**config.mk**
```make
export PLATFORM = sky130hd
export DESIGN_NAME = pwm_fade_ctrl_flat
export DESIGN_NICKNAME = d
export VERILOG_FILES = /design/src/rtl/pwm_pkg.sv /design/src/rtl/pwm_fade_ctrl_if.sv /design/src/rtl/fade_tick_gen.sv /design/src/rtl/pwm_fade_ctrl.sv /design/src/flat_wrapper.sv
export SDC_FILE = /design/constraint.sdc
export NUM_CORES = 1
export LEC_CHECK = 0
export CORE_MARGIN = 3
export CORE_UTILIZATION = 57
export CTS_CLUSTER_SIZE = 10
export DETAILED_ROUTE_END_ITERATION = 10
export PLACE_DENSITY = 0.81
export SLEW_MARGIN = 15
export SYNTH_ARGS = -nofsm -noshare
export SYNTH_HDL_FRONTEND = slang
export SYNTH_SLANG_ARGS = --single-unit
export TNS_END_PERCENT = 10
```
**constraint.sdc**
```tcl
create_clock -name clk -period 3 [get_ports clk]
set_input_delay 0.75 -clock clk [delete_from_list [all_inputs] [get_ports clk]]
set_output_delay 0.75 -clock clk [all_outputs]
set_load 0.02 [all_outputs]
```
**src/rtl/pwm_pkg.sv**
```systemverilog
// Shared types and constants for the pwm duty-cycle fade sequencer.
package pwm_pkg;

  localparam int unsigned DC_W   = 7;
  localparam int unsigned DC_MAX = 100;
  localparam int unsigned RATE_W = 8;

  typedef logic [DC_W-1:0]   dc_t;
  typedef logic [RATE_W-1:0] rate_t;

  typedef enum logic {
    IDLE = 1'b0,
    RAMP = 1'b1
  } state_e;

endpackage

```
**src/rtl/pwm_fade_ctrl_if.sv**
```systemverilog
// Load handshake carrying a new target duty and step rate into the fade controller.
interface pwm_fade_ctrl_if #(
  parameter int unsigned DC_W   = pwm_pkg::DC_W,
  parameter int unsigned RATE_W = pwm_pkg::RATE_W
);

  logic              load_valid;
  logic              load_ready;
  logic [DC_W-1:0]   tgt_dc;
  logic [RATE_W-1:0] rate;

  modport master (
    output load_valid,
    output tgt_dc,
    output rate,
    input  load_ready
  );

  modport slave (
    input  load_valid,
    input  tgt_dc,
    input  rate,
    output load_ready
  );

endinterface

```
**src/rtl/fade_tick_gen.sv**
```systemverilog
// Step prescaler: counts enabled cycles and pulses tick when the count reaches rate.
module fade_tick_gen #(
  parameter int unsigned RATE_W = 8
) (
  input  logic              clk,
  input  logic              rst_n,
  input  logic              clear,
  input  logic              enable,
  input  logic [RATE_W-1:0] rate,
  output logic              tick
);

  logic [RATE_W-1:0] cnt_q;
  logic [RATE_W-1:0] cnt_d;
  logic              at_end;

  always_comb begin
    at_end = (cnt_q == rate);
    tick   = enable && at_end;
    cnt_d  = cnt_q;
    if (clear) begin
      cnt_d = '0;
    end else if (enable) begin
      cnt_d = at_end ? '0 : cnt_q + RATE_W'(1);
    end
  end

  always_ff @(posedge clk or negedge rst_n) begin
    if (!rst_n) begin
      cnt_q <= '0;
    end else begin
      cnt_q <= cnt_d;
    end
  end

endmodule

```
**src/rtl/pwm_fade_ctrl.sv**
```systemverilog
// Duty-cycle fade sequencer: ramps dc_out one percent per tick toward a loaded target.
module pwm_fade_ctrl
  import pwm_pkg::*;
#(
  parameter int unsigned DC_W   = 7,
  parameter int unsigned DC_MAX = 100,
  parameter int unsigned RATE_W = 8
) (
  input  logic            clk,
  input  logic            rst_n,
  pwm_fade_ctrl_if.slave  ld,
  input  logic            hold,
  output logic [DC_W-1:0] dc_out,
  output logic            busy,
  output logic            done
);

  localparam logic [DC_W-1:0] DC_MAX_V = DC_W'(DC_MAX);

  state_e            state_q, state_d;
  logic [DC_W-1:0]   tgt_q, tgt_d;
  logic [RATE_W-1:0] rate_q, rate_d;
  logic [DC_W-1:0]   dc_q, dc_d;
  logic              done_q, done_d;

  logic              accept;
  logic [DC_W-1:0]   tgt_clamped;
  logic [DC_W-1:0]   dc_step;
  logic              tick;
  logic              tick_clear;
  logic              tick_en;

  always_comb begin
    ld.load_ready = !hold;
    accept        = ld.load_valid && !hold;
    tgt_clamped   = (ld.tgt_dc > DC_MAX_V) ? DC_MAX_V : ld.tgt_dc;
    tick_clear    = accept || (state_q == IDLE);
    tick_en       = (state_q == RAMP) && !hold;
  end

  fade_tick_gen #(
    .RATE_W (RATE_W)
  ) u_tick (
    .clk    (clk),
    .rst_n  (rst_n),
    .clear  (tick_clear),
    .enable (tick_en),
    .rate   (rate_q),
    .tick   (tick)
  );

  // Direction is re-derived every step; saturate at both rails.
  always_comb begin
    dc_step = dc_q;
    if (dc_q < tgt_q) begin
      dc_step = (dc_q >= DC_MAX_V) ? DC_MAX_V : dc_q + DC_W'(1);
    end else if (dc_q > tgt_q) begin
      dc_step = (dc_q == '0) ? '0 : dc_q - DC_W'(1);
    end
  end

  // A load on a step edge wins: the step and its done pulse are dropped.
  always_comb begin
    state_d = state_q;
    tgt_d   = tgt_q;
    rate_d  = rate_q;
    dc_d    = dc_q;
    done_d  = 1'b0;
    if (accept) begin
      tgt_d  = tgt_clamped;
      rate_d = ld.rate;
      if (tgt_clamped == dc_q) begin
        state_d = IDLE;
        done_d  = 1'b1;
      end else begin
        state_d = RAMP;
      end
    end else if ((state_q == RAMP) && tick) begin
      dc_d = dc_step;
      if (dc_step == tgt_q) begin
        state_d = IDLE;
        done_d  = 1'b1;
      end
    end
  end

  always_ff @(posedge clk or negedge rst_n) begin
    if (!rst_n) begin
      state_q <= IDLE;
      tgt_q   <= '0;
      rate_q  <= '0;
      dc_q    <= '0;
      done_q  <= 1'b0;
    end else begin
      state_q <= state_d;
      tgt_q   <= tgt_d;
      rate_q  <= rate_d;
      dc_q    <= dc_d;
      done_q  <= done_d;
    end
  end

  always_comb begin
    dc_out = dc_q;
    busy   = (state_q == RAMP);
    done   = done_q;
  end

endmodule

```
**src/flat_wrapper.sv**
```systemverilog
// flat-port wrapper written by rule: the top's interface ports become plain ports
module pwm_fade_ctrl_flat import pwm_pkg::*;
#(
  parameter int unsigned DC_W   = 7,
  parameter int unsigned DC_MAX = 100,
  parameter int unsigned RATE_W = 8
)
  (clk, rst_n, hold, dc_out, busy, done, ld_load_valid, ld_tgt_dc, ld_rate, ld_load_ready);
  pwm_fade_ctrl_if #(.DC_W(DC_W), .RATE_W(RATE_W)) ld_i ();
  input  logic clk;
  input  logic rst_n;
  input  logic hold;
  output logic [DC_W-1:0] dc_out;
  output logic busy;
  output logic done;
  input wire logic [$bits(ld_i.load_valid)-1:0] ld_load_valid;
  input wire logic [$bits(ld_i.tgt_dc)-1:0] ld_tgt_dc;
  input wire logic [$bits(ld_i.rate)-1:0] ld_rate;
  output wire logic [$bits(ld_i.load_ready)-1:0] ld_load_ready;
  assign ld_i.load_valid = ld_load_valid;
  assign ld_i.tgt_dc = ld_tgt_dc;
  assign ld_i.rate = ld_rate;
  assign ld_load_ready = ld_i.load_ready;
  pwm_fade_ctrl #(.DC_W(DC_W), .DC_MAX(DC_MAX), .RATE_W(RATE_W)) u_core (.clk(clk), .rst_n(rst_n), .ld(ld_i), .hold(hold), .dc_out(dc_out), .busy(busy), .done(done));
endmodule
```
* Yosys cells after proc, flatten, opt, wreduce, memory -nomap -nowiden *
Index checks and enable logic that the tools add are counted.

storage, ports and cells
  word-level logic and storage cells = 46
  input bits = 19
  register bits = 32
  output and inout bits = 10

cells by class
  reduce and logical (&&, ||, !) cells = 12
  bitwise gates (word level) = 2
  $lt $le $gt $ge = 4
  muxes and demuxes = 16
  eq/ne operators = 3
  add/subtract/negate cells = 3

operator list
  cell                 number
  $mux 7               5
  $mux 8               3
  $eq 7x7->1           2
  $add 8x1->8 const B  1
  $eq 8x8->1           1
  $mux 1               8
  $add 7x1->7 const B  1
  $ge 7x7->1 const B   1
  $gt 7x7->1           1
  $gt 7x7->1 const B   1
  $logic_not 7->1      1
  $lt 7x7->1           1
  $sub 7x1->7 const B  1
  $reduce_bool 2->1    3
  $logic_and 1x1->1    4
  $reduce_and 2->1     2
  $not 1->1            2
  $logic_not 1->1      1
  $logic_or 1x1->1     1

* Depth between registers and ports, before layout *
Gate-level depths: netlist of run 1.

  depth after elaboration = 8
  gate-level depth with buffers = 10
  gate-level depth less buffers = 9

* Cells and area by module *
Synthesis of run 1 repeated with hierarchy kept, for this count alone.

second synthesis, totals
  cell total of the unflattened synthesis = 279
  area, all modules = 2,456.1 µm²

modules (own cells, without submodules)
  module         sequential area each (µm²)  area an instance (µm²)  instances  cells each
  pwm_fade_ctrl  600.6                       1,925.6                 1          221
  fade_tick_gen  200.2                       530.5                   1          58

* Worst setup path after synthesis of run 1 *
Ideal clock, no wire load.

  kind = reg2reg
  from = register u_core.dc_q[6] (netlist: u_core.dc_out[6])
  to = register u_core.done_q (netlist: u_core.done)
  arrival = 2,505 ps
  setup time = 104 ps
  clock period less this slack = 2,609 ps
  stages on the path, launching flop included = 10
  path slack = 391 ps
  data required time = 2,896 ps
  path buffers = 1
  cells stage by stage = dfrtp_1 -> ha_1 -> nand4_4 -> or2_1 -> buf_6 -> a21o_1 -> a32oi_1 -> xnor2_1 -> nand4_1 -> o41ai_2

on the way
  longest elaborated chain between the ends = 8
  elaborated cells between the ends (all ways) = 16
  classes of those cells = 2 x add/sub; 3 x order compare; 2 x eq/ne; 8 x mux; 1 x reduce/logical

RTL lines
  element                                         RTL line             text
  start: declaration                              pwm_fade_ctrl.sv:23  logic [DC_W-1:0] dc_q, dc_d;
  start signal: assignment                        pwm_fade_ctrl.sv:92  dc_q <= '0;
  start signal: assignment                        pwm_fade_ctrl.sv:98  dc_q <= dc_d;
  $sub 7x1->7 or $logic_not 7->1 (tied branches)  pwm_fade_ctrl.sv:58  dc_step = (dc_q == '0) ? '0 : dc_q - DC_W'(1);
  $mux 7                                          pwm_fade_ctrl.sv:58
  $mux 7                                          pwm_fade_ctrl.sv:57  end else if (dc_q > tgt_q) begin
  $mux 7                                          pwm_fade_ctrl.sv:55  if (dc_q < tgt_q) begin
  $eq 7x7->1                                      pwm_fade_ctrl.sv:80  if (dc_step == tgt_q) begin
  $mux 1                                          pwm_fade_ctrl.sv:80
  $mux 1                                          pwm_fade_ctrl.sv:78  end else if ((state_q == RAMP) && tick) begin
  $mux 1 *                                        pwm_fade_ctrl.sv:69  if (accept) begin
  named net u_core.done_d                         pwm_fade_ctrl.sv:24  logic done_q, done_d;
  end signal: assignment                          pwm_fade_ctrl.sv:99  done_q <= done_d;
  end: declaration                                pwm_fade_ctrl.sv:24

Mark *: on every way through the listed nets, which the timed path passes. The rest lies on a longest branch.
A chain may end at the register's enable or synchronous reset.

* Worst setup path after layout of run 1 *
  from = input port hold
  to = output port ld_load_ready

on the way
  longest elaborated chain between the ends = 1

RTL lines
  element             RTL line             text
  start: declaration  flat_wrapper.sv:12   input logic hold;
  $logic_not 1->1     pwm_fade_ctrl.sv:34  ld.load_ready = !hold;
  end: declaration    flat_wrapper.sv:19   output wire logic [$bits(ld_i.load_ready)-1:0] ld_load_ready;

Every way passes these cells.

==> summary.txt, run 1 <==
Run status
  • Status: completed

Layout
  • Nets: 357
  • Layout area overhead: 17.60%
  • Layout cell share with drive strength beyond 1: 15.24%
  • N_diodes: 0
  • Flip-flop and latch area: 800.8 um2
  • # fillers: 331
  • Multi-input gate area: 1603 um2

Synth
  • Sequential-to-total area share from yosys stat: 31.47%
  • Most common cell in the synthesized netlist: nand2_1
  • Synth cell count leaders: nand2_1 (54), dfrtp_1 (32), o21ai_0 (26)
  • Syn nets: 322
  • Post-Syn Area: 2545 um2
  • Synth area leader: dfrtp_1
  • Area contributors post-synth: dfrtp_1 (31%), nand2_1 (8.0%), ha_1 (5.4%)
  • FFs w/ async S/R, synth: 100.0%
  • Post-synth cell types: 64
  • Yosys top cell area share: 31.47%
  • Ys flop type: dfrtp_1
  • FF+latch count, synth: 32
  • Gate Count Post-Synth: 292
  • YS warnings: 0
  • Avg Synthesized Cell Area: 8.716 um2
  • Post-synth EDFFs: 0

Setup path
  • Setup Crit Path Kind: in2out
  • Critical path, cell by cell: clkdlybuf4s50_1 > inv_1 > clkdlybuf4s50_1
  • Worst path required time: 2250 ps
  • Crit. End Element: output port
  • Most used cell, CP: clkdlybuf4s50_1
  • Max Fanout on Critical Path: 3
  • Startpoint types: input port
  • Crit-path slowest cell: clkdlybuf4s50_1
  • Critical path's largest stage delay: 610 ps
  • WP data arrival: 1920 ps

Clock tree
  • CTS Hold Buffers Added: 0
  • H-tree depth: 2
  • Cts bufs inserted: 5
  • Clk root buf: clkbuf_8
  • Clk slew on worst S/H paths: 60 ps
  • Clk sinks: 32
  • Post-CTS Setup Bufs: 0
  • Worst skew pair latency: 290 ps
  • CTS tree: done
  • CTS Buffer Depth: 2
  • CTS-repair resized insts: 0

Route
  • Residual DRC: 0
  • Routed Antenna Nets: 0
  • DRT Pass-1 Iters: 4
  • Vias/cell: 6.161
  • DR iter-0 viols: 224
  • Met2 WL post-DR: 2891 um
  • Met1 WL: 2912 um
  • WL/cell: 17.03 um
  • Final WL: 6439 um
  • Max layer used: met4
  • Met3 wire len: 534 um
  • DR vias: 2329

Timing
  • Clk_skew: 8.624 ps
  • Max Transition Viols Final: 0
  • Min Hold Slack: 492.5 ps
  • Fin Setup TNS: 0 ps
  • Relative slew slack: 61.06%
  • Worst-Margin Slew: 582.8 ps
  • RSZ-0062 raised after global routing: false
  • Fin crit share: 88.88%
  • Max Freq: 0.3750 GHz
  • Final Setup Violations: 0
  • Period minus WS final: 2666 ps
  • Final Hold Fails: 0

Place
  • Post-DP HPWL: 4875 um
  • Number of port buffers: 28
  • GP Congestion: 0.9071

Floorplanning
  • Starting Density: 61.41%
  • Ports: 29
  • Die W: 72.82 um
  • # rows: 23
  • Die area: 5303 um2
  • Area of the core: 4144 um2
  • Die H: 72.82 um

Power
  • Worst vdd ir: 473.5 uV
  • P per Cell Area: 590.8 nW/um2
  • Pleak: 1.342 nW

Global routing
  • Largest net degree at the start of global routing: 33
  • Initial antenna violation count: 0
  • GR Util All Layers: 26.27%
  • Total congestion overflow: 0
  • Vias in the first global route: 2149
  • First-pass GRT wire length: 10670 um

Min path
  • HP Class: reg2reg

Run
  • Number of max-cap violations: 0
==> routing by layer <==
metal | track usage [%] | vias to the layer above
li1 | - | 1121
met1 | 37.83 | 1090
met2 | 39.58 | 106
met3 | 5.923 | 12
met4 | 7.582 | 0
met5 | 0 | -
==> metrics by stage <==
stage / worst slack, ps / instances / area (um2) / utilization (%) / total power [W]
global placement: 158.0 / 370 / 2885 / 69.63 / 0.001319
finish: 333.7 / 378 / 2993 / 72.22 / 0.001768
CTS: 330.7 / 378 / 2993 / 72.22 / 0.001764
global route: 114.7 / 378 / 2993 / 72.22 / 0.001881
floorplan: 391.2 / 292 / 2545 / - / 0.001099
detailed placement: 143.1 / 370 / 2885 / 69.63 / 0.001340
==> final cells by class <==
cell class | count | share of cell area [%]
inverter | 11 | 1.380
tap | 50 | 2.090
timing repair buffer | 41 | 12.63
clock inverter | 2 | 1.171
multi-input combinational | 236 | 53.55
sequential | 32 | 26.76
clock buffer | 6 | 2.425
==> sequential cells by signal, summed over array words and instances (netlist names) <==
name	flops
u_core.dc_out	7
u_core.done	1
u_core.busy	1
u_core.rate_q	8
u_core.u_tick.cnt_q	8
u_core.tgt_q	7
==> kinds of logic after synthesis <==
family                   Yosys count  synth area share (%)
AND/OR/NAND/NOR                  126                 25.71
AO/OA/AOI/OAI                     72                 20.85
adder cells (fa/ha/maj)           11                 5.408
flip-flops                        32                 31.47
XOR/XNOR                          20                 7.178
buffers and inverters             24                 5.555
multiplexers                       7                 3.835
==> placed cells by master, fill, tap and decap left out, types with 11 or more instances in the layout <==
cell and instances:
buf_4 13, clkdlybuf4s50_1 28, dfrtp_1 32, xor2_1 11
ha_1 11, nand3_1 19, nand2_1 54, o21ai_0 26
inv_1 11
==> critical path: cells and delay by family <==
family / cells / cell delay [ps]
buffers and inverters: 3 / 1160
==> where the power goes <==
part	total [W]	switching [W]	internal, W
Clock	0.000416	0.000170	0.000246
Combinational	0.000810	0.000462	0.000348
Sequential	0.000542	0.0000529	0.000489
==> worst paths after layout <==
kind	from	to	slack, ps	cells after the start
setup / recovery	hold	ld_load_ready	330	3
hold / removal	u_core.tgt_q[4]$_DFFE_PN0P_	u_core.tgt_q[4]$_DFFE_PN0P_	490	2
setup reg to reg	u_core.tgt_q[2]$_DFFE_PN0P_	u_core.done$_DFF_PN0_	350	9
hold reg to reg	u_core.tgt_q[4]$_DFFE_PN0P_	u_core.tgt_q[4]$_DFFE_PN0P_	490	2
max in group asynchronous	rst_n	u_core.tgt_q[0]$_DFFE_PN0P_	1840	2
min in group asynchronous	rst_n	u_core.u_tick.cnt_q[3]$_DFFE_PN0P_	850	2
(Power assumes the default switching activity.)
==> inputs of run 2 (changes only) <==
- CORE_UTILIZATION: 57 -> 60
- CTS_BUF_LIST: not set -> sky130_fd_sc_hd__clkbuf_8
- DONT_BUFFER_PORTS: not set -> 1
- HOLD_SLACK_MARGIN: not set -> 0.12
- PLACE_DENSITY: 0.81 -> 0.76
==> run 2 against run 1 <==
Net effect:
- largest power group unchanged
- register-to-register slack about the same
- clock skew shrank 4.6 ps
- sequential cell count did not move
==> summary.txt, run 2 (same netlist as run 1, synthesis figures left out) <==
Setup path
  • Crit-path slowest cell: mux4_2
  • WP data arrival: 2820 ps (+900 ps)
  • Crit. End Element: register
  • Critical path, cell by cell: ha_1 > nand4_4 > a21o_2 > nand2_4 > mux4_2 > xnor2_1 > nand2_1 > o41ai_2
  • Setup Crit Path Kind: reg2reg
  • Max Fanout on Critical Path: 9 (+6)
  • Startpoint types: register
  • Critical path's largest stage delay: 530 ps (-80 ps)
  • RR Startpoint: u_core.dc_out[3]$_DFFE_PN0P_
  • Crit path from: u_core.dc_out[3]$_DFFE_PN0P_
  • Worst path required time: 3190 ps (+940 ps)

Route
  • DRT Pass-1 Iters: 5 (+1)
  • Routed Antenna Nets: 0 (unchanged)
  • WL/cell: 18.01 um (+5.8%)
  • DR vias: 2171 (-6.8%)
  • Final WL: 6251 um (-2.9%)
  • Residual DRC: 0 (unchanged)
  • DR iter-0 viols: 207 (-7.6%)
  • Vias/cell: 6.256 (+1.5%)

Global routing
  • Initial antenna violation count: 0 (unchanged)
  • Total congestion overflow: 0 (unchanged)
  • First-pass GRT wire length: 10380 um (-2.8%)
  • Vias in the first global route: 2055 (-4.4%)
  • Largest net degree at the start of global routing: 33 (unchanged)
  • GR Util All Layers: 26.55% (+0.28 points)

Timing
  • Max Transition Viols Final: 0 (unchanged)
  • Period minus WS final: 2638 ps (-27.93 ps)
  • RSZ-0062 raised after global routing: false
  • Max Freq: 0.3790 GHz (+1.1%)
  • Final Hold Fails: 0 (unchanged)
  • Relative slew slack: 62.12% (+1.1 points)
  • Fin crit share: 87.95% (-0.93 points)
  • Fin Setup TNS: 0 ps (unchanged)
  • Clk_skew: 4.032 ps (-4.593 ps)
  • Final Setup Violations: 0 (unchanged)
  • Worst-Margin Slew: 566.9 ps (-15.87 ps)

Place
  • Post-DP Area: 2590 um2 (-10%)
  • Post-DP HPWL: 4839 um (-0.73%)
  • GP Congestion: 0.9646 (+6.3%)
  • Number of port buffers: 0 (-100%)

Clock tree
  • CTS-repair resized insts: 0 (unchanged)
  • Post-CTS Setup Bufs: 0 (unchanged)
  • CTS tree: done
  • Cts bufs inserted: 5 (unchanged)
  • Clk sinks: 32 (unchanged)
  • H-tree depth: 2 (unchanged)
  • Worst skew pair latency: 290 ps (about the same)
  • CTS Buffer Depth: 2 (unchanged)
  • CTS Hold Buffers Added: 0 (unchanged)
  • Clk slew on worst S/H paths: 60 ps (about the same)
  • Clk root buf: clkbuf_8

Power
  • Internal power: 0.0009867 W (-8.9%)
  • Sw power: 0.0006453 W (-5.8%)
  • Switching share of power: 39.54% (+0.80 points)
  • Combinational share of power: 44.7% (-1.1 points)
  • Worst vdd ir: 431.2 uV (-8.9%)
  • P per Cell Area: 607.5 nW/um2 (+2.8%)
  • Sequential share of power: 33.3% (+2.7 points)
  • Clk pwr share: 21.9% (-1.6 points)
  • Pleak: 1.221 nW (-9.0%)

Layout
  • Layout area overhead: 5.556%
  • Post-route cell area: 2686 um2 (-10%)
  • Nets: 327 (-8.4%)
  • N_diodes: 0 (unchanged)
  • Layout cell share with drive strength beyond 1: 16.16% (+0.92 points)
  • Biggest regs: u_core.rate_q x8, u_core.u_tick.cnt_q x8
  • Most frequent cells in the layout: nand2_1 (54), dfrtp_1 (32), o21ai_0 (26)
  • Commonest non-fill, non-tap cell in the layout: nand2_1

Floorplanning
  • Area of the core: 4058 um2 (-2.1%)
  • Die H: 71.13 um (-2.3%)
  • Die area: 5059 um2 (-4.6%)
  • Die W: 71.13 um (-2.3%)
  • # rows: 23 (unchanged)
  • Starting Density: 62.72% (+1.3 points)
  • Ports: 29 (unchanged)

Min path
  • HP Class: in2async

Run status
  • Status: completed

Run
  • Number of max-cap violations: 0 (unchanged)
run 2: cell count changes in the layout (fill, tap and decap cells not counted):
| cell | change |
|---|---|
| clkbuf_8 | +2 |
| buf_4 | -2 |
| clkinv_2 | -1 |
| bufinv_16 | -1 |
| clkbuf_1 | -1 |
| clkdlybuf4s50_1 | -28 |
run 2: area by class of cell:
class,instances,area [um2]
clock buffer,7,96.34
fill,355,1371
inverter,11,41.29
multi-input combinational,236,1603
sequential,32,800.8
tap,50,62.56
timing repair buffer,11,82.58
run 2: critical path, delay by kind of cell, from the launching register on:
family / cells / cell delay [ps]
adder cells (fa/ha/maj): 1 / 370
AO/OA/AOI/OAI: 2 / 540
multiplexers: 1 / 530
XOR/XNOR: 1 / 200
flip-flops: 1 / 480
AND/OR/NAND/NOR: 3 / 410
run 2: metrics by stage:
step	cells	utilization, %	power [W]	hold slack [ps]	setup slack (ps)
final	347	66.20	0.001632	154.5	361.6
after global routing	347	66.20	0.001753	133.9	220.3
after CTS	347	66.20	0.001633	146.7	364.7
after detailed placement	340	63.83	0.001271	455.2	383.0
after global placement	340	63.83	0.001263	455.2	448.1
after floorplan	292	-	0.001099	449.8	391.2
run 2: power by group through the flow:
stage	sequential (W)	combinational (W)	clock [W]
2_1_floorplan	0.000570	0.000529	0
3_3_place_gp	0.000550	0.000713	0
3_5_place_dp	0.000551	0.000720	0
4_1_cts	0.000543	0.000724	0.000366
5_1_grt	0.000551	0.000816	0.000386
6_report	0.000544	0.000730	0.000358
run 2: path summary, 6_finish.rpt:
kind | slack (ps) | cells after the start | endpoint
max | 360 | 8 | u_core.done$_DFF_PN0_
min | 150 | 0 | u_core.tgt_q[5]$_DFFE_PN0P_
max reg2reg | 360 | 8 | u_core.done$_DFF_PN0_
min reg2reg | 500 | 2 | u_core.tgt_q[4]$_DFFE_PN0P_
max in group asynchronous | 2760 | 0 | u_core.rate_q[4]$_DFFE_PN0P_
min in group clk | 500 | 2 | u_core.tgt_q[4]$_DFFE_PN0P_
run 2: metal layers:
metal  vias to the layer above  global-route usage, %  wire length, um
li1                       1053                      -                -
met1                      1000                  39.02             2913
met2                       103                  39.34             2695
met3                        15                  5.682              529
met4                         0                  7.933              111
met5                         -                      0                0
==> inputs of run 3 (changes only) <==
- ABC_CLOCK_PERIOD_IN_PS: not set -> 3000
- CTS_CLUSTER_SIZE: 10 -> 28
==> results of run 3 <==
The final DEF is identical to that of run 2; final timing and power are the same.
